--- src/rtl/mem_stage_unit.sv ---
// MEM stage: runs one data-memory transaction per load/store over a req/ack bus,
// stalls upstream while it is outstanding, and registers the MEM/WB outputs.
module mem_stage_unit #(
    parameter int DATA_W      = 32,
    parameter int REG_W       = 5,
    parameter int ACK_TIMEOUT = 16
) (
    input  logic              clk,
    input  logic              rst,
    input  logic [0:3]        ex_control,
    input  logic [DATA_W-1:0] ex_alu_result,
    input  logic [DATA_W-1:0] ex_store_data,
    input  logic [REG_W-1:0]  ex_dst_reg,
    output logic              dmem_req,
    output logic              dmem_we,
    output logic [DATA_W-1:0] dmem_addr,
    output logic [DATA_W-1:0] dmem_wdata,
    input  logic              dmem_ack,
    input  logic [DATA_W-1:0] dmem_rdata,
    output logic              stall,
    output logic              wb_reg_write,
    output logic              wb_mem_to_reg,
    output logic [DATA_W-1:0] wb_mem_data,
    output logic [DATA_W-1:0] wb_alu_result,
    output logic [REG_W-1:0]  wb_dst_reg,
    output logic              misalign_err,
    output logic              bus_err
);

    localparam int CNT_W = $clog2(ACK_TIMEOUT) + 1;
    localparam logic [CNT_W-1:0] CNT_LAST = CNT_W'(ACK_TIMEOUT - 1);

    typedef enum logic {IDLE, ACCESS} state_t;

    state_t            state_q;
    logic [CNT_W-1:0]  cnt_q;
    logic              dmem_req_q, dmem_we_q;
    logic [DATA_W-1:0] dmem_addr_q, dmem_wdata_q;
    logic              wb_reg_write_q, wb_mem_to_reg_q;
    logic [DATA_W-1:0] wb_mem_data_q, wb_alu_result_q;
    logic [REG_W-1:0]  wb_dst_reg_q;
    logic              misalign_err_q, bus_err_q;

    logic mem_write, mem_read, reg_write, mem_to_reg;
    logic memop, aligned, timeout;

    assign mem_write  = ex_control[0];
    assign mem_read   = ex_control[1];
    assign reg_write  = ex_control[2];
    assign mem_to_reg = ex_control[3];
    assign memop      = mem_write | mem_read;
    assign aligned    = (ex_alu_result[1:0] == 2'b00);
    assign timeout    = (cnt_q == CNT_LAST);

    // Stall drops in the completing/aborting cycle so EX/MEM advances on that same edge.
    always_comb begin
        stall = 1'b0;
        case (state_q)
            IDLE:    stall = memop & aligned;
            ACCESS:  stall = !dmem_ack && !timeout;
            default: stall = 1'b0;
        endcase
    end

    always_ff @(posedge clk) begin
        if (rst) begin
            state_q         <= IDLE;
            cnt_q           <= '0;
            dmem_req_q      <= 1'b0;
            dmem_we_q       <= 1'b0;
            dmem_addr_q     <= '0;
            dmem_wdata_q    <= '0;
            wb_reg_write_q  <= 1'b0;
            wb_mem_to_reg_q <= 1'b0;
            wb_mem_data_q   <= '0;
            wb_alu_result_q <= '0;
            wb_dst_reg_q    <= '0;
            misalign_err_q  <= 1'b0;
            bus_err_q       <= 1'b0;
        end else begin
            // Every cycle defaults to a bubble in MEM/WB; only retiring cycles overwrite it.
            misalign_err_q  <= 1'b0;
            bus_err_q       <= 1'b0;
            wb_reg_write_q  <= 1'b0;
            wb_mem_to_reg_q <= 1'b0;
            wb_mem_data_q   <= '0;
            wb_alu_result_q <= '0;
            wb_dst_reg_q    <= '0;
            case (state_q)
                IDLE: begin
                    if (!memop) begin
                        wb_reg_write_q  <= reg_write;
                        wb_mem_to_reg_q <= mem_to_reg;
                        wb_alu_result_q <= ex_alu_result;
                        wb_dst_reg_q    <= ex_dst_reg;
                    end else if (!aligned) begin
                        misalign_err_q <= 1'b1;
                    end else begin
                        state_q      <= ACCESS;
                        cnt_q        <= '0;
                        dmem_req_q   <= 1'b1;
                        dmem_we_q    <= mem_write;
                        dmem_addr_q  <= ex_alu_result;
                        dmem_wdata_q <= ex_store_data;
                    end
                end
                ACCESS: begin
                    if (dmem_ack) begin
                        // ex_* are still the frozen values of the instruction being retired.
                        wb_reg_write_q  <= reg_write;
                        wb_mem_to_reg_q <= dmem_we_q ? 1'b0 : mem_to_reg;
                        wb_mem_data_q   <= dmem_we_q ? '0 : dmem_rdata;
                        wb_alu_result_q <= ex_alu_result;
                        wb_dst_reg_q    <= ex_dst_reg;
                        dmem_req_q      <= 1'b0;
                        cnt_q           <= '0;
                        state_q         <= IDLE;
                    end else if (timeout) begin
                        bus_err_q  <= 1'b1;
                        dmem_req_q <= 1'b0;
                        cnt_q      <= '0;
                        state_q    <= IDLE;
                    end else begin
                        cnt_q <= cnt_q + CNT_W'(1);
                    end
                end
                default: state_q <= IDLE;
            endcase
        end
    end

    assign dmem_req      = dmem_req_q;
    assign dmem_we       = dmem_we_q;
    assign dmem_addr     = dmem_addr_q;
    assign dmem_wdata    = dmem_wdata_q;
    assign wb_reg_write  = wb_reg_write_q;
    assign wb_mem_to_reg = wb_mem_to_reg_q;
    assign wb_mem_data   = wb_mem_data_q;
    assign wb_alu_result = wb_alu_result_q;
    assign wb_dst_reg    = wb_dst_reg_q;
    assign misalign_err  = misalign_err_q;
    assign bus_err       = bus_err_q;

endmodule

--- config.mk ---
export PLATFORM = sky130hd
export DESIGN_NAME = mem_stage_unit
export DESIGN_NICKNAME = d
export VERILOG_FILES = /design/src/rtl/mem_stage_unit.sv
export SDC_FILE = /design/constraint.sdc
export NUM_CORES = 1
export LEC_CHECK = 0
export ABC_AREA = 1
export CAP_MARGIN = 20
export CORE_MARGIN = 4
export CORE_UTILIZATION = 55
export DETAILED_ROUTE_END_ITERATION = 10
export DONT_BUFFER_PORTS = 1
export PLACE_DENSITY = 0.73
export REMOVE_ABC_BUFFERS = 1
export SLEW_MARGIN = 20
export SYNTH_ARGS = -nofsm -noshare
export SYNTH_HDL_FRONTEND = slang
export SYNTH_SLANG_ARGS = --single-unit
--- constraint.sdc ---
create_clock -name clk -period 1.1 [get_ports clk]
set_input_delay 0.22 -clock clk [delete_from_list [all_inputs] [get_ports clk]]
set_output_delay 0.22 -clock clk [all_outputs]
set_load 0.02 [all_outputs]
==> results, run 1 <==
- The floorplan has 33 rows.
- The cell taking the most area after synthesis is sky130_fd_sc_hd__dfxtp_1.
- The gate count after technology mapping is about 570.
- The post-synthesis cell area is between 0.004 and 0.005 mm².
- The post-synthesis average cell area is approximately 8.2 µm².
- The sequential element share of the synthesized area is between 60 and 70%.
- The clock sink count is between 100 and 150.
- The stopping stage is global routing (5_1_grt).
- For this design the top-level I/O count stands at between 200 and 250.
- Port buffering added 0 buffers.
- At the placement stage, the worst setup path has a slack of -0.118 ns.
- The deepest level of the CTS H-tree is 4.
- The flip-flop and latch count after synthesis is ~150.
- The number of CTS-inserted buffers is 17.
- The total half-perimeter wirelength after legalization and detailed placement is 8150 µm.
- Yosys attributes the largest share of cell area to sky130_fd_sc_hd__dfxtp_1, sky130_fd_sc_hd__nand2_1, sky130_fd_sc_hd__a21oi_1, sky130_fd_sc_hd__nor2_1, sky130_fd_sc_hd__inv_1.
- The pin category terminating the worst setup path after the last repair is a top-level output.
- During synthesis, Yosys emitted a total of 0 warnings.
- The count of distinct cell types in the synthesized netlist is 18.
- Entering global routing, the biggest net connects slightly below 70 pins.
- Measured along the x axis, the die boundary spans 100 µm.
- The largest buffer count on any clock path is 2.
- The starting density of the core is between 50 and 60%.
- The floorplan die height is between 100 and 150 µm.
- The top cell type's share of synthesized area is a little over 60%.
- The run stopped with a tool error.
- The final estimated routing congestion in global placement is slightly above 0.8.
- The first error in the log reads "[ERROR DPL-0038] Utilization greater than 100%, impossible to legalize".
- The clock root buffer is sky130_fd_sc_hd__clkbuf_8.
- The critical endpoint after global-route timing repair is stall.
==> through the flow <==
stage / utilization (%) / hold slack [ns] / cells / setup TNS (ns) / instance area, µm²
3_3_place_gp: 58.7 / 0.294 / 663 / -3.62 / 4850
4_1_cts: 87.7 / -0.257 / 790 / -18.52 / 7240
2_1_floorplan: - / 0.289 / 542 / -94.20 / 4520
3_5_place_dp: 58.7 / 0.297 / 663 / -7.06 / 4850
==> cell families after synthesis <==
family,after synthesis,share of synthesized area [%]
AO/OA/AOI/OAI,69,7.35
adder cells (fa/ha/maj),1,0.266
buffers and inverters,79,7.61
flip-flops,145,61.8
AND/OR/NAND/NOR,280,23.0
==> timing repair <==
action / CTS
gates resized for setup: 355
pin swaps: 18
gates cloned: 7
endpoints found under the setup margin: 246
setup buffers: 15
hold buffers: 74
endpoints found under the hold margin: 139
==> cell usage after synthesis (all sizes together) <==
cell / n
a21oi: 67
buf: 26
clkbuf: 6
clkinv: 1
dfxtp: 145
ha: 1
inv: 46
nand2: 189
nand3: 6
nand4: 3
nor2: 77
nor3: 4
o21ai: 2
or2: 1
==> run 2, diff against run 1 <==
- CORE_UTILIZATION: 55 -> 40
- PLACE_DENSITY: 0.73 -> default
- PLACE_DENSITY_LB_ADDON: default -> 0.15
- clock period: 1.1 -> 1.43 ns (I/O delays scaled with it)
==> results, run 2 <==
- The flow ran to the end, but the final reports show violations.
- The checks that failed: negative hold slack, negative setup slack.
- The final hold violation count was 67.
- The combinational group share of total power is approximately 5.7%.
- The final net count is roughly 750.
- The final critical-path required period is approximately 1.5 ns.
- Registers are responsible for about 45% of the overall power.
- The internal power is 7.58 mW.
- The total via count in the routed design is approximately 3,800.
- The proportion of register bits with asynchronous set or reset after synthesis is 0% (unchanged).
- The top cell type's share of synthesized area is 61.8% (unchanged).
- The pre-CTS setup slack was 0.126 ns (+0.244 ns).
- The aggregate global routing overflow is 0.
- The end of the worst register-to-register path is cnt_q[1]$_SDFFE_PP0P_.
- The worst setup path is launched from a register.
- The starting density of the core is 41.0% (-16 points).
- The gate count after technology mapping was 574 (unchanged).
- The final sum of negative setup slack is -0.0693 ns.
- Counting instances in the post-synthesis netlist gives the leading cell types as sky130_fd_sc_hd__nand2_1, sky130_fd_sc_hd__dfxtp_1, sky130_fd_sc_hd__nor2_1.
- The setup path with the least slack is of type register to output port.
- The most common cell after layout, fill and taps aside is sky130_fd_sc_hd__nand2_1.
- In this run the power spent charging and discharging nets is between 2 and 2.5 mW.
- The horizontal die dimension came to 116 µm (+16%).
- The clock-pin slew of the registers on the worst-case setup and hold paths is 0.06 ns.
- The peak supply drop is between 0.9 and 1 mV.
- The site row count is 39 (+18%).
- The first detailed-routing pass took 4 iterations.
- After detailed routing, the total wire length is about 13,000 µm.
- The number of non-filler instances in the completed layout is 800.
- The count of input and output buffers is 0 (unchanged).
- Summed over all instances, the cell type with the most area after synthesis is sky130_fd_sc_hd__dfxtp_1.
- The number of antenna diodes in the final layout is 0.
- The total core area is ~0.011 mm².
- The finished cells cover roughly 0.0062 mm².
- The number of CTS-inserted buffers was 17 (unchanged).
- The share of power burned in the clock network is 49.0%.
- In this run the remaining antenna-violating nets after routing total 0.
- The Yosys warning count is 0 (unchanged).
- The cell area power density is approximately 1600 mW/mm².
- The final estimated routing congestion in global placement is 0.829 (+2.2%).
- The flip-flop and latch count after synthesis is 145 (unchanged).
- The register-to-register setup slack is 0.12 ns.
- The root buffer cell chosen for the clock tree is sky130_fd_sc_hd__clkbuf_16.
- The highest achievable clock rate is roughly 0.67 GHz.
- The total routing usage reported by global routing is a little under a fifth.
- After detailed routing, the number of remaining DRC violations is 0.
- Cells with a size suffix above 1 make up approximately 9.0% of the layout.
- The fraction of the mapped netlist area in simple logic gates is 23.0% (unchanged).
- The most instantiated flip-flop cell in the synthesis netlist is sky130_fd_sc_hd__dfxtp_1.
- The total half-perimeter wirelength after legalization and detailed placement is 8090 µm (-0.70%).
- The slew of the pin with the lowest slew margin is slightly below 0.4 ns.
- For this design the static power due to leakage is 2.60 nW.
- The data required time of the critical path is 1.14 ns.
- The count of distinct cell types in the synthesized netlist was 18 (unchanged).
- The switching fraction of total power is 22.6%.
- The worst-case hold path end point is dmem_addr[13]$_SDFFE_PP0P_.
- The cell depth of the worst hold path is 1.
- The launch point of the worst reg-to-reg path is cnt_q[0]$_SDFFE_PP0P_.
- The largest buffer count on any clock path came to 2 (unchanged).
- The post-cts hold buffer count is 69 (-6.8%).
- The CTS tree is built.
- The later pin in the worst-skew pair is clocked with a latency of 0.41 ns.
- In this run the most critical hold path is launched from rst.
- Setup repair after global routing could not meet its margin everywhere.
- The floorplan die height is 116 µm (+16%).
- The number of antenna violations at the first check in global routing is 0.
- Along the worst path, the maximum fanout reaches 2.
- Entering global routing, the biggest net connects between 60 and 70 pins.
- The first global-routing pass estimated just under 20,000 µm of wire.
- The post-synthesis cell area is 0.00470 mm² (unchanged).
- The total die area is 0.0135 mm².
- The boundary pin count is 248 (unchanged).
- The xor and xnor fraction of the mapped netlist area was 0% (unchanged).
- In the post-synthesis netlist, the cell with the most instances is sky130_fd_sc_hd__nand2_1.
- The sequential element share of the synthesized area was 61.8% (unchanged).
- The setup clock skew after layout is between 0.01 and 0.015 ns.
- The post-synthesis to final-layout area growth is 32.8%.
- Yosys attributes the largest share of cell area to sky130_fd_sc_hd__dfxtp_1, sky130_fd_sc_hd__nand2_1, sky130_fd_sc_hd__a21oi_1, sky130_fd_sc_hd__nor2_1, sky130_fd_sc_hd__inv_1.
- The vias per cell is 4.77.
- The worst pin sits at a relative slew slack of around 74%.
- The max-capacitance violation count is 0.
- Once routing completed, OpenROAD measured the worst setup slack at -0.0693 ns.
- The area share of fa/ha/maj cells after synthesis was 0.266% (unchanged).
- The number of cells on the worst reg-to-reg path is 8.
- The number of global-route vias before repair is 3,795.
- The worst min-delay path category is input pin to register.
- The cell total after placement is 693 (+4.5%).
- The first routing iteration left between 200 and 250 violations.
- The instance area after placement is 0.00481 mm² (-0.77%).
- The multiplexer share of the synthesized area was 0% (unchanged).
- The number of flops mapped to enable cells by yosys is 0 (unchanged).
- The post-synthesis average cell area is 8.19 µm² (unchanged).
- The total count of max-transition violations in the final report was 0.
- By area, the combinational part of the netlist is dominated by simple AND/OR/NAND/NOR gates.
- STA puts the critical path data arrival time at ~1.2 ns.
- The post-synthesis compound-gate area fraction is 7.35% (unchanged).
- The clock sink count is 145 (unchanged).
- The deepest level of the CTS H-tree is 4 (unchanged).
- STA classifies the critical path endpoint as an output port.
- The worst path uses 105% of the clock period.
- The final setup violation count is 1.
- The worst hold-check slack is -0.0566 ns.
- Leaving out fill and tap cells, the most frequent cells in the layout are sky130_fd_sc_hd__nand2_1, sky130_fd_sc_hd__dfxtp_1, sky130_fd_sc_hd__nor2_1.
- The routed wirelength normalized by instance count is about 16 µm.
## run 2: metrics by stage
step / power (mW) / hold slack, ns / utilization [%]
floorplan: 4.76 / 0.355 / -
global placement: 4.89 / 0.360 / 41.9
detailed placement: 4.90 / 0.363 / 41.9
CTS: 9.91 / -0.0811 / 54.3
global route: 10.2 / -0.0781 / 54.4
finish: 9.79 / -0.0566 / 54.4
## run 2: final cells by class
type | instances | area, µm²
well taps | 143 | 179
repair buffers | 84 | 853
clock buffers | 18 | 439
fillers | 1002 | 5230
flip-flops and latches | 145 | 2910
clock inverters | 13 | 210
multi-input cells | 350 | 1470
inverters | 47 | 176
## run 2: what timing repair did
action | CTS | global route
endpoints found under the hold margin | 136 | 67
endpoints found under the setup margin | 1 | 3
resized for setup | 10 | 2
buffers inserted | 6 | 1
pin swaps | 4 | 3
## run 2: logic make-up (layout without fill, tap and decap cells)
group,count (synthesis),in the layout
buf+inv,79,162
flops,145,145
simple gates,280,280
compound gates,69,69
fa+ha+maj,1,1
## run 2: worst max-delay path, cell delays in order, from the launching register on
cell and delay [ns]:
sky130_fd_sc_hd__dfxtp_4 0.36, sky130_fd_sc_hd__ha_4 0.14, sky130_fd_sc_hd__nand4_1 0.11, sky130_fd_sc_hd__nand2_2 0.12, sky130_fd_sc_hd__nand2_4 0.08
## run 2: routing by layer
metal / track usage (%) / part of all wire, % / vias to the layer above
met5: 0 / 0 / -
met4: 7.19 / 1.1 / 0
met3: 8.60 / 13 / 8
met2: 31.9 / 49 / 191
met1: 21.0 / 37 / 1719
li1: - / - / 1894
## run 2: worst max-delay path by stage
stage,from,to,slack (ns),cells past startpoint
after floorplan,ex_control[0],stall,-0.73,4
after global placement,ex_control[0],dmem_addr[21]$_SDFFE_PP0P_,0.18,6
after detailed placement,ex_control[0],dmem_addr[17]$_SDFFE_PP0P_,0.13,6
after CTS,cnt_q[1]$_SDFFE_PP0P_,stall,-0.09,4
after global routing,cnt_q[0]$_SDFFE_PP0P_,stall,-0.14,4
final,cnt_q[0]$_SDFFE_PP0P_,stall,-0.07,4
## run 2: power by group through the flow
stage / clock network, mW / logic, mW / registers [mW]
2_1_floorplan: 0 / 0.268 / 4.49
3_3_place_gp: 0 / 0.367 / 4.52
3_5_place_dp: 0 / 0.379 / 4.52
4_1_cts: 4.92 / 0.555 / 4.44
5_1_grt: 5.12 / 0.636 / 4.45
6_report: 4.80 / 0.561 / 4.43
Power figures use the tool's default switching activity.
==> run 3, diff against run 2 <==
- HOLD_SLACK_MARGIN: default -> 0.15
==> results, run 3 (synthesized netlist as in run 2, its figures left out) <==
- The top fanout value on the critical path is 2 (unchanged).
- The final estimated routing congestion in global placement was 0.829 (unchanged).
- The leakage component of the power is 2.62 nW (+0.57%).
- The combinational group share of total power is 5.8% (about the same).
- The CTS tree is built.
- The final reports fail on negative hold slack, negative setup slack.
- The vias per cell came to 4.75 (-0.37%).
- The number of cells on the worst reg-to-reg path is 4 (-4).
- The wire length of the first global-routing pass is 19,400 µm (-1.2%).
- The critical path is of the register to output port type.
- The total core area is 0.0115 mm² (unchanged).
- Setup repair after global routing could not meet its margin everywhere.
- The highest achievable clock rate is 0.666 GHz (about the same).
- The final routed wirelength across all metal layers is 12,600 µm (-1.4%).
- The ratio of final minimum period to clock period is 105% (about the same).
- The slew of the pin with the lowest slew margin was 0.381 ns (-0.00622 ns).
- The final hold violation count is 66 (-1.5%).
- The boundary pin count came to 248 (unchanged).
- In this run the critical register-to-register path is launched from state_q$_SDFF_PP0_.
- The floorplan die height is 116 µm (unchanged).
- The post-layout worst setup margin was -0.0704 ns (-0.00111 ns).
- The site row count came to 39 (unchanged).
- The largest buffer count on any clock path is 2 (unchanged).
- In this run the worst hold path is classified as input pin to register.
- In this run the critical register-to-register path is captured at wb_mem_to_reg$_SDFF_PP0_.
- In the layout the commonest cells are sky130_fd_sc_hd__nand2_1, sky130_fd_sc_hd__dfxtp_1, sky130_fd_sc_hd__nor2_1.
- The worst setup path is captured at an output port.
- The iteration-0 DRC count of the detailed router is 227 (-6.2%).
- The later-pin clock latency in the skew report is 0.41 ns (about the same).
- The kind of launch point of the worst setup path is a register.
- The final setup violation count came to 1 (unchanged).
- The maximum number of pins on one net before global-route repair is 69 (unchanged).
- The aggregate global routing overflow is 0 (unchanged).
- The clock sink count was 145 (unchanged).
- The count of TritonRoute iterations in the first routing pass is 4 (unchanged).
- The setup clock skew after layout is 0.0112 ns (-0.000636 ns).
- The number of CTS-inserted buffers was 17 (unchanged).
- The post-cts hold buffer count is 72 (+4.3%).
- The sequential share of power is 45.2% (about the same).
- The worst endpoint data arrival time is 1.21 ns (about the same).
- The count of input and output buffers is 0 (unchanged).
- The max-capacitance violation count is 0 (unchanged).
- The internal power is 7.59 mW (about the same).
- The clock-pin slew of the registers on the worst-case setup and hold paths was 0.06 ns (about the same).
- The source of the worst hold timing path is rst.
- The post-route core utilization came to 54.7% (+0.26 points).
- The worst max-slew margin expressed relative to the limit is 74.6% (+0.41 points).
- The total half-perimeter wirelength after legalization and detailed placement was 8090 µm (unchanged).
- The run finished, with violations left.
- The total routing usage reported by global routing came to 18.7% (-0.24 points).
- The fraction of final layout cells sized beyond drive strength 1 is 8.94% (-0.041 points).
- The post-synthesis to final-layout area growth is 33.4%.
- The net switching power of the design is 2.22 mW (+0.39%).
- The power after layout is 9.81 mW (+0.14%).
- The starting density of the core was 41.0% (unchanged).
- The worst hold-check slack is -0.0561 ns (+0.000527 ns).
- The total die area came to 0.0135 mm² (unchanged).
- The share of power burned in the clock network is 49.0% (about the same).
- The number of global-route vias before repair is 3,791 (-0.11%).
- The residual antenna-violating net count after detailed routing is 0 (unchanged).
- The pre-CTS setup slack was 0.126 ns (unchanged).
- The final critical-path required period is 1.50 ns (+0.00111 ns).
- The horizontal die dimension came to 116 µm (unchanged).
- The final net count came to 757 (+0.40%).
- The routed wirelength normalized by instance count is 15.7 µm (-1.7%).
- The antenna diode count was 0 (unchanged).
- The number of antenna violations at the first check in global routing is 0 (unchanged).
- The library cell used most frequently in the layout, excluding fill and tap cells, is sky130_fd_sc_hd__nand2_1.
- The peak supply drop is 0.927 mV (about the same).
- The total count of max-transition violations in the final report is 0 (unchanged).
- The tree is rooted in a sky130_fd_sc_hd__clkbuf_16.
- The cell area power density is 1560 mW/mm² (-0.34%).
- The cell depth of the worst hold path is 1 (unchanged).
- The deepest level of the CTS H-tree came to 4 (unchanged).
- The remaining design rule violation count came to 0 (unchanged).
- The switching fraction of total power is 22.6% (+0.056 points).
- The total via count in the routed design is 3,812 (unchanged).
- Tracing the worst setup path back leads to its startpoint at cnt_q[0]$_SDFFE_PP0P_.
- The worst-case hold path end point is dmem_addr[13]$_SDFFE_PP0P_.
- The register-to-register setup slack is 0.12 ns (about the same).
- The data required time of the critical path is 1.14 ns (about the same).
run 3: cell count changes in the layout (fill, tap and decap cells not counted):
| cell | change |
|---|---|
| sky130_fd_sc_hd__dlygate4sd3_1 | +3 |
run 3: how the worst max path moves through the flow:
| stage | endpoint | depth (start not counted) | slack, ns |
|---|---|---|---|
| global placement | dmem_addr[21]$_SDFFE_PP0P_ | 6 | 0.18 |
| detailed placement | dmem_addr[17]$_SDFFE_PP0P_ | 6 | 0.13 |
| finish | stall | 4 | -0.07 |
| global route | stall | 4 | -0.14 |
| CTS | stall | 4 | -0.09 |
| floorplan | stall | 4 | -0.73 |
run 3: critical path, stage by stage, from the launching register on:
cell and delay [ns]:
sky130_fd_sc_hd__dfxtp_4 0.36, sky130_fd_sc_hd__ha_4 0.14, sky130_fd_sc_hd__nand4_1 0.11, sky130_fd_sc_hd__nand2_2 0.12
sky130_fd_sc_hd__nand2_4 0.08
run 3: power groups by stage:
| stage | registers (mW) | logic [mW] | clock network, mW |
|---|---|---|---|
| final | 4.43 | 0.572 | 4.80 |
| after global routing | 4.45 | 0.650 | 5.11 |
| after global placement | 4.52 | 0.367 | 0 |
| after detailed placement | 4.52 | 0.379 | 0 |
| after floorplan | 4.49 | 0.268 | 0 |
| after CTS | 4.44 | 0.567 | 4.92 |
run 3: stage by stage:
stage	cells	cell area, µm²	TNS, ns
after floorplan	542	4520	-48.82
after global placement	693	4810	0
after detailed placement	693	4810	0
after CTS	802	6260	-0.0867
after global routing	803	6270	-0.141
final	803	6270	-0.0704
run 3: final cells by class:
| cell class | instances | area, µm² |
|---|---|---|
| fill | 999 | 5200 |
| inverter | 47 | 176 |
| sequential | 145 | 2910 |
| clock inverter | 13 | 210 |
| multi-input combinational | 350 | 1470 |
| timing repair buffer | 87 | 883 |
| clock buffer | 18 | 439 |
| tap | 143 | 179 |
run 3: routing by layer:
| metal | vias up | share of wire (%) | GRT usage (%) |
|---|---|---|---|
| li1 | 1902 | - | - |
| met1 | 1705 | 37 | 20.3 |
| met2 | 197 | 50 | 31.9 |
| met3 | 8 | 12 | 8.55 |
| met4 | 0 | 1.1 | 7.19 |
| met5 | - | 0 | 0 |
run 3: repair_timing:
action	4_1_cts	5_1_grt
pin swaps	4	3
hold endpoints to repair	139	68
setup buffers	6	1
gates resized for setup	10	2
endpoints found under the setup margin	1	3
==> run 4, diff against run 3 <==
- HOLD_SLACK_MARGIN: 0.15 -> default
==> results of run 4 <==
Final layout, timing and power as in run 2 (identical DEF).
